--- config.mk ---
export PLATFORM = sky130hd
export DESIGN_NAME = front_panel
export DESIGN_NICKNAME = d
export VERILOG_FILES = /design/src/rtl/front_panel_pkg.sv /design/src/rtl/front_panel_debounce.sv /design/src/rtl/front_panel.sv
export SDC_FILE = /design/constraint.sdc
export NUM_CORES = 1
export LEC_CHECK = 0
export ABC_AREA = 1
export CAP_MARGIN = 20
export CORE_ASPECT_RATIO = 1.1
export CORE_UTILIZATION = 25
export CTS_CLUSTER_DIAMETER = 40
export DETAILED_ROUTE_END_ITERATION = 10
export SLEW_MARGIN = 20
export SYNTH_ARGS = -nofsm -noshare
export SYNTH_HDL_FRONTEND = slang
export SYNTH_SLANG_ARGS = --single-unit
--- constraint.sdc ---
create_clock -name clk -period 3.2 [get_ports clk]
set_input_delay 0.64 -clock clk [delete_from_list [all_inputs] [get_ports clk]]
set_output_delay 0.64 -clock clk [all_outputs]
set_load 0.02 [all_outputs]
--- src/rtl/front_panel_pkg.sv ---
// Shared types and LED mode decode for the front-panel controller.
package front_panel_pkg;

    typedef enum logic [1:0] {
        LED_OFF    = 2'b00,
        LED_STEADY = 2'b01,
        LED_BLINK  = 2'b10,
        LED_FAULT  = 2'b11
    } ledMode_t;

    // Returns {R,G,B} lit flags for one LED, before pin polarity is applied.
    function automatic logic [2:0] led_gate(input ledMode_t mode, input logic phase,
                                            input logic [2:0] pwm_on);
        logic [2:0] lit;
        lit = 3'b000;
        case (mode)
            LED_OFF:    lit = 3'b000;
            LED_STEADY: lit = pwm_on;
            LED_BLINK:  lit = phase ? pwm_on : 3'b000;
            LED_FAULT:  lit = {phase, 2'b00};
            default:    lit = 3'b000;
        endcase
        return lit;
    endfunction

endpackage

--- src/rtl/front_panel_debounce.sv ---
// One push button: 2-flop synchroniser, agreement counter, debounced level and press pulse.
module button_debounce #(
    parameter int DEBOUNCE_CYCLES = 65536,
    parameter bit ACTIVE_LOW      = 1'b0
) (
    input  logic clk,
    input  logic reset,
    input  logic pin,
    output logic level,
    output logic press
);

    localparam int CW = (DEBOUNCE_CYCLES > 2) ? $clog2(DEBOUNCE_CYCLES) : 1;
    localparam logic [CW-1:0] CNT_LAST = CW'(DEBOUNCE_CYCLES - 1);

    logic          sync1;
    logic          sample;
    logic [CW-1:0] cnt;

    // cnt only runs while sample disagrees with level and is cleared at CNT_LAST, so it never wraps.
    always_ff @(posedge clk or posedge reset) begin
        if (reset) begin
            sync1  <= 1'b0;
            sample <= 1'b0;
            cnt    <= '0;
            level  <= 1'b0;
            press  <= 1'b0;
        end else begin
            sync1  <= pin ^ ACTIVE_LOW;
            sample <= sync1;
            press  <= 1'b0;
            if (sample == level) begin
                cnt <= '0;
            end else if (cnt == CNT_LAST) begin
                level <= sample;
                press <= sample;
                cnt   <= '0;
            end else begin
                cnt <= cnt + CW'(1);
            end
        end
    end

endmodule

--- src/rtl/front_panel.sv ---
// Front-panel controller: debounced buttons plus PWM/blink/fault RGB LED drive with registered pins.
module front_panel
    import front_panel_pkg::*;
#(
    parameter int NBUTTONS          = 2,
    parameter int NLEDS             = 2,
    parameter int DEBOUNCE_CYCLES   = 65536,
    parameter int PWM_BITS          = 8,
    parameter int BLINK_BITS        = 24,
    parameter bit BUTTON_ACTIVE_LOW = 1'b0,
    parameter bit LED_ACTIVE_LOW    = 1'b1,
    parameter int FAULT_LED         = 0
) (
    input  logic                           clk,
    input  logic                           reset,
    input  logic [NBUTTONS-1:0]            buttonIn,
    output logic [NBUTTONS-1:0]            buttonLevel,
    output logic [NBUTTONS-1:0]            buttonPress,
    input  logic [2*NLEDS-1:0]             ledMode,
    input  logic [3*PWM_BITS*NLEDS-1:0]    ledDuty,
    input  logic                           faultIn,
    output logic [NLEDS-1:0]               ledR,
    output logic [NLEDS-1:0]               ledG,
    output logic [NLEDS-1:0]               ledB
);

    localparam int DUTY_W = 3 * PWM_BITS;

    logic [PWM_BITS-1:0]   pwm_cnt;
    logic [BLINK_BITS-1:0] blink_cnt;
    logic                  phase;

    for (genvar i = 0; i < NBUTTONS; i++) begin : g_button
        button_debounce #(
            .DEBOUNCE_CYCLES (DEBOUNCE_CYCLES),
            .ACTIVE_LOW      (BUTTON_ACTIVE_LOW)
        ) u_debounce (
            .clk   (clk),
            .reset (reset),
            .pin   (buttonIn[i]),
            .level (buttonLevel[i]),
            .press (buttonPress[i])
        );
    end

    always_ff @(posedge clk or posedge reset) begin
        if (reset) begin
            pwm_cnt   <= '0;
            blink_cnt <= '0;
        end else begin
            pwm_cnt   <= pwm_cnt + PWM_BITS'(1);
            blink_cnt <= blink_cnt + BLINK_BITS'(1);
        end
    end

    assign phase = blink_cnt[BLINK_BITS-1];

    for (genvar i = 0; i < NLEDS; i++) begin : g_led
        logic [PWM_BITS-1:0] duty_r;
        logic [PWM_BITS-1:0] duty_g;
        logic [PWM_BITS-1:0] duty_b;
        logic [2:0]          pwm_on;
        ledMode_t            mode;
        logic [2:0]          pin_q;

        assign duty_r = ledDuty[DUTY_W*i + 2*PWM_BITS +: PWM_BITS];
        assign duty_g = ledDuty[DUTY_W*i +   PWM_BITS +: PWM_BITS];
        assign duty_b = ledDuty[DUTY_W*i             +: PWM_BITS];

        // All-ones duty is forced on; a plain compare would leave one dark slot per period.
        assign pwm_on[2] = (duty_r == '1) || (pwm_cnt < duty_r);
        assign pwm_on[1] = (duty_g == '1) || (pwm_cnt < duty_g);
        assign pwm_on[0] = (duty_b == '1) || (pwm_cnt < duty_b);

        assign mode = (faultIn && (i == FAULT_LED)) ? LED_FAULT : ledMode_t'(ledMode[2*i +: 2]);

        always_ff @(posedge clk or posedge reset) begin
            if (reset) begin
                pin_q <= {3{LED_ACTIVE_LOW}};
            end else begin
                pin_q <= led_gate(mode, phase, pwm_on) ^ {3{LED_ACTIVE_LOW}};
            end
        end

        assign ledR[i] = pin_q[2];
        assign ledG[i] = pin_q[1];
        assign ledB[i] = pin_q[0];
    end

endmodule
Yosys cells after proc, flatten, opt, wreduce, memory -nomap -nowiden. Cells that the tools add are included.

Input port bits: 57. Bits in registers: 78.

Multiplexer cells: 13. Order comparisons: 6. Bitwise gates (word level): 4. Equality and inequality tests: 16. $add $sub $neg: 4. Reductions and logical operators: 10.

Operator list (count): $mux W16 (4); $eq A8 B8 Y1 const B (6); $lt A8 B8 Y1 (6); $add A16 B1 Y16 const B (2); $eq A16 B16 Y1 const B (2); $add A24 B1 Y24 const B (1); $pmux W3 S4 (2); $add A8 B1 Y8 const B (1); $eq A2 B2 Y1 const B (4); $logic_or A1 B1 Y1 (6); $mux W3 (2); $not A3 Y3 (2); $eq A2 B1 Y1 const B (2); $logic_not A2 Y1 (2); $mux W1 (4); $reduce_and A2 Y1 (2); $eq A1 B1 Y1 (2); $mux W2 (1); $not A1 Y1 (2).

Longest topological paths before layout. Gate-level depths: netlist of the first run.

Depth after elaboration: 5. Depth in mapped cells: 10.

Cells and area by module. Synthesis of the first run repeated with hierarchy kept, for this count alone.

Cell total of the unflattened synthesis: 659. Area, all modules: 5057.4 um2.

Modules (own cells, without submodules): front_panel (seq. area each 958.4 um2, times used 1, cells each 421, area each 3062.9 um2); button_debounce (seq. area each 500.5 um2, times used 2, cells each 119, area each 997.2 um2).

Least setup slack after synthesis of the first run. OpenSTA, ideal clock, no wires.

Path type: input port to flip-flop. Start: in ledDuty[13]. End: reg g_led[0].pin_q[1]. Data required time: 3115 ps. Cell stages on the path: 8. Setup slack: 1708 ps. Path buffers: 0. Arrival: 1407 ps. Setup time: 85 ps. Path through: inv_1 -> ha_1 -> a21oi_1 -> nor2_1 -> nor3_1 -> nand2_1 -> nand2_1 -> nand2_1.

Word-level cells in the longest chain between the ends: 5. Elaborated cells on any way between the ends: 6. Those cells by class: order compare: 1; eq/ne: 1; mux: 2; bitwise: 1; reduce/logical: 1.

RTL lines: from (decl) (line front_panel.sv:20) `input logic [3*PWM_BITS*NLEDS-1:0] ledDuty,`; $lt A8 B8 Y1 / $eq A8 B8 Y1 (equally long branches) (line front_panel.sv:72) `assign pwm_on[1] = (duty_g == '1) || (pwm_cnt < duty_g);`; $logic_or A1 B1 Y1 (*) (line front_panel.sv:72); $mux W3 (line front_panel_pkg.sv:19) `LED_BLINK: lit = phase ? pwm_on : 3'b000;`; $pmux W3 S4 (*) (line front_panel_pkg.sv:16) `case (mode)`; $not A3 Y3 (no line) (*); to (signal assigned) (line front_panel.sv:79) `pin_q <= {3{LED_ACTIVE_LOW}};`; to (signal assigned) (line front_panel.sv:81) `pin_q <= led_gate(mode, phase, pwm_on) ^ {3{LED_ACTIVE_LOW}};`; to (decl) (line front_panel.sv:64) `logic [2:0] pin_q;`.

Mark *: on every way between the ends. The rest lies on a longest branch, timed or not. A chain may end at the register's enable or synchronous reset.

Worst setup path in the final report of the first run.
Start: reg g_led[1].pin_q[1]. End: out ledG[1].

RTL lines: from (decl) (line front_panel.sv:64); from (signal assigned) (line front_panel.sv:79); from (signal assigned) (line front_panel.sv:81); to (decl) (line front_panel.sv:23) `output logic [NLEDS-1:0] ledG,`.

No word-level cell between the ends.

==> results.json, run 1 <==
{
  "outcome": "finished with violations",
  "violations": "DRC",
  "fp-row-count": 54,
  "yosysWarnings": 0,
  "antenna_cells": 0,
  "async_reset_ff_frac": 1.000,
  "ant_nets": 0,
  "cp_num_buf_inv": 1,
  "max_freq_mhz": 465.9,
  "min_period_ps": 2146,
  "clkLatencyLatePin_ps": 340,
  "yosys.cell_count.top_type": "nand2_1",
  "path_max_fanout": 1,
  "tightest_slew_ps": 711.6,
  "maxSlewViolCount": 0,
  "worstPathArrival_ps": 1510,
  "synth_area_leaders": "dfrtp_1, nand2_1, ha_1",
  "final_nets": 841,
  "dp.final_hpwl_mm": 8.715,
  "p_clk_frac": 0.443,
  "drive_gt1_frac": 0.08614,
  "skew_ps": 8.081,
  "worstReg2RegStart": "pwm_cnt[5]$_DFF_PP0_",
  "grt_pass1_vias": 4185,
  "vias": 4161,
  "first_pass_iters": 7,
  "whs_endpoint": "g_button[1].u_debounce.sample$_DFF_PP0_",
  "numCtsBuffers": 9,
  "synth_seq_cells": 78,
  "timing.final.ws_setup_ps": 1054,
  "synth_top_area_share": 0.3538,
  "syn-num-nets": 766,
  "fin_setup_tns_ps": 0,
  "drc": 6,
  "pre_cts_slack_ps": 1146,
  "swShare": 0.2512,
  "finalHoldViolCount": 0,
  "cts_max_path_buffers": 2,
  "cts_resized": 0,
  "numPortBuffers": 66,
  "ir_worst_vdd_v": 0.0002051,
  "die_h_um": 151.7,
  "syn_to_final_growth_pct": 24.69,
  "htree_levels": 3,
  "yosys.area.top_type": "dfrtp_1",
  "power_density_mw_per_mm2": 344.9,
  "syn_inst": 663,
  "grt_pass1_wl_mm": 19.46,
  "crit_start": "g_led[1].pin_q[1]$_DFF_PP1_",
  "fin_crit_sh": 0.6707,
  "clk_pin_slew_ps": 60,
  "ys_seq_area_frac": 0.3848,
  "cts_tree": "done",
  "power_frac_comb": 0.095,
  "ys.flop_type": "dfrtp_1",
  "timing.rr.end": "g_led[1].pin_q[0]$_DFF_PP1_",
  "ys_types": 33,
  "min_from": "g_button[1].u_debounce.sync1$_DFF_PP0_",
  "postPlaceCellArea_mm2": 0.006067,
  "slowest_stage": "clkdlybuf4s50_1",
  "synth-edff-count": 0,
  "grtUsageTotal": 0.1173,
  "postLayoutCellArea_mm2": 0.006350,
  "cpPeakStageDelay_ps": 610,
  "antenna_found_initial": 0,
  "crit_chain": "clkdlybuf4s50_1",
  "place.gp.congestion": 0.7985,
  "die_w_um": 138.1,
  "cts.sinks": 78,
  "crit_family": "buffers and inverters",
  "min_path_cells": 0,
  "start_util": 0.2555,
  "leakage_nw": 3.105,
  "crit_type": "reg -> out",
  "wl_per_cell_um": 11.12,
  "r2r_cells": 7,
  "cts-root-buf": "clkbuf_16",
  "post_cts_buffers": 0,
  "hp-class": "reg -> reg",
  "rsz0062_at_grt": "no",
  "ios": 67,
  "design.core.area_mm2": 0.01993,
  "p_sw_mw": 0.5502,
  "synth_common_cells": "nand2_1, inv_1, nor2_1",
  "netlist_area_mm2": 0.005092,
  "avgSynthCellArea_um2": 7.681,
  "max-cap-violations": 0,
  "pwr-share-seq": 0.461,
  "die_area_mm2": 0.02094,
  "rrSetupSlack_ps": 1670,
  "viasPerCell": 4.182,
  "slew-limit-headroom": 0.5251,
  "crit_path_start_kind": "flip-flop",
  "grt_max_degree": 41,
  "ctsHoldBuffers": 0,
  "internal_power_mw": 1.640,
  "grt_overflow": 0,
  "setup_viol": 0,
  "wirelength_mm": 11.07,
  "worstSetupEndpointType": "primary output",
  "cp.required_ps": 2560,
  "drtIter0Drc": 153
}
layout make-up:
type,instances,area [um^2]
Fill cell,2089,13580
Multi-Input combinational cell,471,2690
Sequential cell,78,1959
Timing Repair Buffer,68,688.2
Inverter,110,414.1
Tap cell,252,315.3
Clock buffer,9,225.2
Clock inverter,7,57.56
power by group through the flow:
stage               sequential [mW]  combinational, mW  clock (mW)
floorplan                      1.03             0.0946           0
global placement               1.03              0.210           0
global route                   1.01              0.242        1.05
CTS                            1.01              0.214        1.01
detailed placement             1.03              0.214           0
finish                         1.01              0.209       0.971
cells by family after synthesis:
| kind of cell | after synthesis | synth area share |
|---|---|---|
| AND/OR/NAND/NOR | 359 | 0.3172 |
| XOR/XNOR | 42 | 0.07371 |
| flip-flops | 78 | 0.3848 |
| AO/OA/AOI/OAI | 24 | 0.02432 |
| adder cells (fa/ha/maj) | 46 | 0.1130 |
| buffers and inverters | 114 | 0.08698 |
metal layers:
| metal | vias up | GRT usage | wire length [um] |
|---|---|---|---|
| met5 | - | 0 | 0 |
| met4 | 0 | 0.04607 | 175 |
| met3 | 11 | 0.02074 | 308 |
| met2 | 59 | 0.2117 | 5292 |
| met1 | 1889 | 0.1393 | 5289 |
| li1 | 2202 | - | - |
registers in the layout, summed over array words and instances, names as in the netlist:
signal                      flops
blink_cnt                      24
g_led.pin_q                     6
g_button.u_debounce.cnt        32
pwm_cnt                         8
g_button.u_debounce.level       2
g_button.u_debounce.press       2
g_button.u_debounce.sync1       2
g_button.u_debounce.sample      2
worst max-delay path by stage:
stage,end,slack [ps],cells past startpoint
after CTS,ledG[1],1040,1
final,ledG[1],1050,1
after global routing,ledR[0],1020,1
after floorplan,blink_cnt[0]$_DFF_PP0_,570,1
after global placement,g_led[0].pin_q[0]$_DFF_PP1_,1160,4
after detailed placement,g_led[0].pin_q[1]$_DFF_PP1_,1150,4
metrics by stage:
| step | hold WS (ps) | cells | total power, mW | utilization |
|---|---|---|---|---|
| 2_1_floorplan | 331.2 | 663 | 1.125 | - |
| 3_3_place_gp | 339.0 | 979 | 1.238 | 0.3044 |
| 3_5_place_dp | 342.7 | 979 | 1.242 | 0.3044 |
| 4_1_cts | 352.2 | 995 | 2.233 | 0.3186 |
| 5_1_grt | 358.8 | 995 | 2.299 | 0.3186 |
| 6_report | 346.8 | 995 | 2.190 | 0.3186 |
worst register-to-register path: cells and delay by family (launching register included):
kind,cells,cell delay [ps]
AOI/OAI and AO/OA,1,140
adders and majority gates,1,340
DFF,1,600
and+or+nand+nor,5,380
placed cells by master (no fill, tap or decap), types with 8 or more instances in the layout:
master / count
xnor2_1: 15
a21oi_1: 15
xor2_1: 26
ha_1: 46
nor3_1: 17
nor2_2: 11
nand3_1: 25
inv_1: 105
nand4_1: 9
clkdlybuf4s50_1: 66
clkbuf_16: 9
dfrtp_1: 72
nand2_2: 8
nor2_1: 80
nand2_1: 182
Note: power is estimated with default switching activity, not from simulation.
==> run 2, diff against run 1 <==
- clock period: 3.2 -> 2.15 ns (I/O delays scaled with it)
==> results.json, run 2 (synthesized netlist as in run 1, its figures left out) <==
{
  "outcome": "finished with violations",
  "violations": "DRC",
  "cts_resized": 0,
  "die_h_um": 151.7,
  "fin_setup_tns_ps": 0,
  "place.gp.congestion": 0.8352,
  "dp.final_hpwl_mm": 8.962,
  "slowest_stage": "clkdlybuf4s50_1",
  "worstPathArrival_ps": 1490,
  "final_nets": 842,
  "first_pass_iters": 8,
  "largest_register_ffs": 32,
  "tightest_slew_ps": 561.7,
  "vias": 4193,
  "crit_type": "reg -> out",
  "regMostFlops": "g_button.u_debounce.cnt",
  "grt_overflow": 0,
  "post_cts_buffers": 0,
  "min_period_ps": 1922,
  "leakage_nw": 3.141,
  "hold_slack_ps": 348.4,
  "ctsHoldBuffers": 0,
  "hp-class": "reg -> reg",
  "max-cap-violations": 0,
  "viasPerCell": 4.201,
  "grtUsageTotal": 0.1179,
  "rrSetupSlack_ps": 610,
  "crit_path_start_kind": "flip-flop",
  "grt_max_degree": 23,
  "cp.required_ps": 1720,
  "power_density_mw_per_mm2": 541.4,
  "numPortBuffers": 66,
  "drive_gt1_frac": 0.08737,
  "maxSlewViolCount": 0,
  "start_util": 0.2555,
  "skew_ps": 4.647,
  "mostFrequentLayoutCell": "nand2_1",
  "cp.depth": 1,
  "die_area_mm2": 0.02094,
  "crit_family": "buffers and inverters",
  "wl_per_cell_um": 11.30,
  "cts-root-buf": "clkbuf_16",
  "ant_nets": 0,
  "cts_tree": "done",
  "design.core.area_mm2": 0.01993,
  "min_path_cells": 0,
  "top_regs": "g_button.u_debounce.cnt: 32 flops, blink_cnt: 24 flops, pwm_cnt: 8 flops",
  "worstSetupEndpointType": "primary output",
  "antenna_found_initial": 2,
  "drtIter0Drc": 216,
  "layout_common_cells": "nand2_1, inv_1, nor2_1, dfrtp_1, clkdlybuf4s50_1",
  "setup_viol": 0,
  "postLayoutCoreUtil": 0.3227,
  "fp-row-count": 54,
  "grt_pass1_vias": 4156,
  "worstReg2RegStart": "pwm_cnt[5]$_DFF_PP0_",
  "die_w_um": 138.1,
  "crit_chain": "clkdlybuf4s50_1",
  "ir_worst_vdd_v": 0.0002790,
  "rsz0062_at_grt": "no",
  "numCtsBuffers": 9,
  "timing.rr.end": "g_led[0].pin_q[1]$_DFF_PP1_",
  "clk_pin_slew_ps": 60,
  "cts_max_path_buffers": 2,
  "min_from": "g_button[1].u_debounce.sync1$_DFF_PP0_",
  "cp_num_buf_inv": 1,
  "cts.sinks": 78,
  "finalHoldViolCount": 0,
  "finalPower_mw": 3.482,
  "cpPeakStageDelay_ps": 610,
  "slew-limit-headroom": 0.6248,
  "drc": 6,
  "ios": 67,
  "r2r_cells": 7,
  "htree_levels": 3,
  "wirelength_mm": 11.27,
  "syn_to_final_growth_pct": 26.29,
  "clkLatencyLatePin_ps": 340,
  "whs_endpoint": "g_button[1].u_debounce.sample$_DFF_PP0_",
  "grt_pass1_wl_mm": 19.42,
  "max_freq_mhz": 520.3,
  "final.fill_count": 2049,
  "fin_crit_sh": 0.8940,
  "path_max_fanout": 1
}
## run 2: changes by cell type in the layout (fill, tap and decap cells not counted), sizes merged
cell    previous run  this run
clkinv             3         2
inv              111       109
clkbuf             9        10
bufinv             0         2
buf                2         3
diode              0         2
## run 2: cell type report
class	instances	area (um^2)	share of cell area
Sequential cell	78	1959	0.3047
Timing Repair Buffer	69	720.7	0.1121
Inverter	110	416.7	0.06479
Clock inverter	6	85.08	0.01323
Tap cell	252	315.3	0.04903
Antenna cell	2	5.005	0.0007782
Multi-Input combinational cell	471	2690	0.4183
Clock buffer	10	239.0	0.03716
## run 2: worst max-delay path by stage
stage	slack (ps)	from	to
after global placement	310	faultIn	g_led[0].pin_q[1]$_DFF_PP1_
after global routing	170	g_led[1].pin_q[0]$_DFF_PP1_	ledB[1]
final	230	g_led[1].pin_q[0]$_DFF_PP1_	ledB[1]
after floorplan	840	reset	blink_cnt[0]$_DFF_PP0_
after CTS	200	g_led[1].pin_q[0]$_DFF_PP1_	ledB[1]
after detailed placement	310	ledDuty[13]	g_led[0].pin_q[1]$_DFF_PP1_
## run 2: metal layers
layer	GRT usage	wire length, um
met2	0.2069	5440
met3	0.02577	390
met5	0	0
met1	0.1396	5248
met4	0.05225	195
## run 2: power by group
| part | total [mW] | internal [mW] | leakage [nW] | switching [mW] |
|---|---|---|---|---|
| logic | 0.320 | 0.164 | 1.96 | 0.155 |
| registers | 1.50 | 1.49 | 1.03 | 0.0133 |
| clock network | 1.66 | 1.04 | 0.154 | 0.615 |
| total | 3.48 | 2.70 | 3.14 | 0.784 |
## run 2: through the flow
step	setup WS [ps]	instances	cell area [um^2]
floorplan	843.0	663	5096
global placement	312.7	980	6102
detailed placement	313.7	980	6102
CTS	196.7	996	6426
global route	171.2	996	6426
finish	228.0	998	6431
==> run 3, diff against run 2 <==
- CAP_MARGIN: 20 -> not set
- CORE_MARGIN: not set -> 10
==> results.json, run 3 (synthesized netlist as in run 1, its figures left out) <==
{
  "outcome": "finished clean",
  "ios": 67,
  "first_pass_iters": 4,
  "hold_slack_ps": 346.5,
  "final_nets": 842,
  "layoutNonFillerInstCount": 996,
  "max-cap-violations": 0,
  "die_w_um": 156.1,
  "cpPeakStageDelay_ps": 620,
  "min_path_cells": 0,
  "postPlaceCellArea_mm2": 0.006102,
  "r2r_cells": 7,
  "mostFrequentLayoutCell": "nand2_1",
  "postLayoutCoreUtil": 0.3209,
  "finalHoldViolCount": 0,
  "syn_to_final_growth_pct": 25.60,
  "htree_levels": 3,
  "die_h_um": 169.7,
  "wirelength_mm": 11.52,
  "fin_setup_tns_ps": 0,
  "power_density_mw_per_mm2": 520.3,
  "max_freq_mhz": 519.2,
  "skew_ps": 7.072,
  "finalPower_mw": 3.328,
  "crit_path_start_kind": "flip-flop",
  "place.gp.congestion": 0.8367,
  "crit_type": "reg -> out",
  "design.core.area_mm2": 0.01993,
  "rrSetupSlack_ps": 610,
  "clk_pin_slew_ps": 60,
  "cts-root-buf": "clkbuf_16",
  "fp-row-count": 54,
  "cp.required_ps": 1720,
  "grtUsageTotal": 0.09167,
  "cts_max_path_buffers": 2,
  "layout_common_cells": "nand2_1, inv_1, nor2_1, dfrtp_1, clkdlybuf4s50_1",
  "grt_pass1_wl_mm": 19.84,
  "die_area_mm2": 0.02648,
  "cts_resized": 0,
  "crit_family": "buffers and inverters",
  "crit_chain": "clkdlybuf4s50_1",
  "numCtsBuffers": 9,
  "cp.depth": 1,
  "path_max_fanout": 1,
  "tightest_slew_ps": 469.4,
  "grt_pass1_vias": 4116,
  "cts_tree": "done",
  "slew-limit-headroom": 0.6864,
  "post_cts_buffers": 0,
  "slowest_stage": "clkdlybuf4s50_1",
  "leakage_nw": 3.129,
  "vias": 4117,
  "worstPathArrival_ps": 1500,
  "numPortBuffers": 66,
  "ir_worst_vdd_v": 0.0003686,
  "pre_cts_slack_ps": 281.6,
  "largest_register_ffs": 32,
  "rsz0062_at_grt": "no",
  "drc": 0,
  "ctsHoldBuffers": 0,
  "grt_max_degree": 24,
  "cts.sinks": 78,
  "worstSetupEndpointType": "primary output",
  "antenna_cells": 0,
  "fin_crit_sh": 0.8958,
  "ant_nets": 0,
  "drive_gt1_frac": 0.08468,
  "postLayoutCellArea_mm2": 0.006396,
  "min_period_ps": 1926,
  "maxSlewViolCount": 0,
  "viasPerCell": 4.134,
  "timing.final.ws_setup_ps": 224.1,
  "cp_num_buf_inv": 1,
  "start_util": 0.2555,
  "drtIter0Drc": 164,
  "dp.cells": 980,
  "grt_overflow": 0,
  "antenna_found_initial": 0,
  "hp-class": "reg -> reg",
  "wl_per_cell_um": 11.56,
  "clkLatencyLatePin_ps": 340,
  "top_regs": "g_button.u_debounce.cnt: 32 flops, blink_cnt: 24 flops, pwm_cnt: 8 flops",
  "setup_viol": 0,
  "dp.final_hpwl_mm": 9.335,
  "regMostFlops": "g_button.u_debounce.cnt"
}
==> run 3: cell count changes in the layout (fill, tap and decap cells not counted), sizes merged <==
| cell | delta |
|---|---|
| clkbuf | +2 |
| clkinvlp | -1 |
| diode | -2 |
| bufinv | -1 |
==> run 3: metal layers <==
metal  vias to the layer above  share of wire  track usage
met5                         -              0            0
met4                         0          0.013      0.03040
met3                         8          0.054      0.02839
met2                        51           0.47       0.1485
met1                      1847           0.47       0.1132
li1                       2211              -            -
==> run 3: power breakdown <==
group / switching (mW) / internal [mW] / leakage, nW
logic: 0.156 / 0.164 / 1.96
registers: 0.0116 / 1.49 / 1.03
clock network: 0.578 / 0.927 / 0.143
total: 0.746 / 2.58 / 3.13
==> run 3: area by class of cell <==
class,instances,area (um^2)
inverter,110,416.7
sequential,78,1959
multi-input combinational,471,2690
tap,252,315.3
fill,2064,13540
timing repair buffer,69,720.7
clock buffer,12,246.5
clock inverter,4,47.55
==> run 3: path summary, 6_finish.rpt <==
kind,from,endpoint
max,g_led[0].pin_q[2]$_DFF_PP1_,ledR[0]
min,g_button[1].u_debounce.sync1$_DFF_PP0_,g_button[1].u_debounce.sample$_DFF_PP0_
max reg2reg,pwm_cnt[5]$_DFF_PP0_,g_led[0].pin_q[1]$_DFF_PP1_
min reg2reg,g_button[1].u_debounce.sync1$_DFF_PP0_,g_button[1].u_debounce.sample$_DFF_PP0_
max in group asynchronous,reset,g_led[1].pin_q[2]$_DFF_PP1_
min in group asynchronous,reset,blink_cnt[16]$_DFF_PP0_
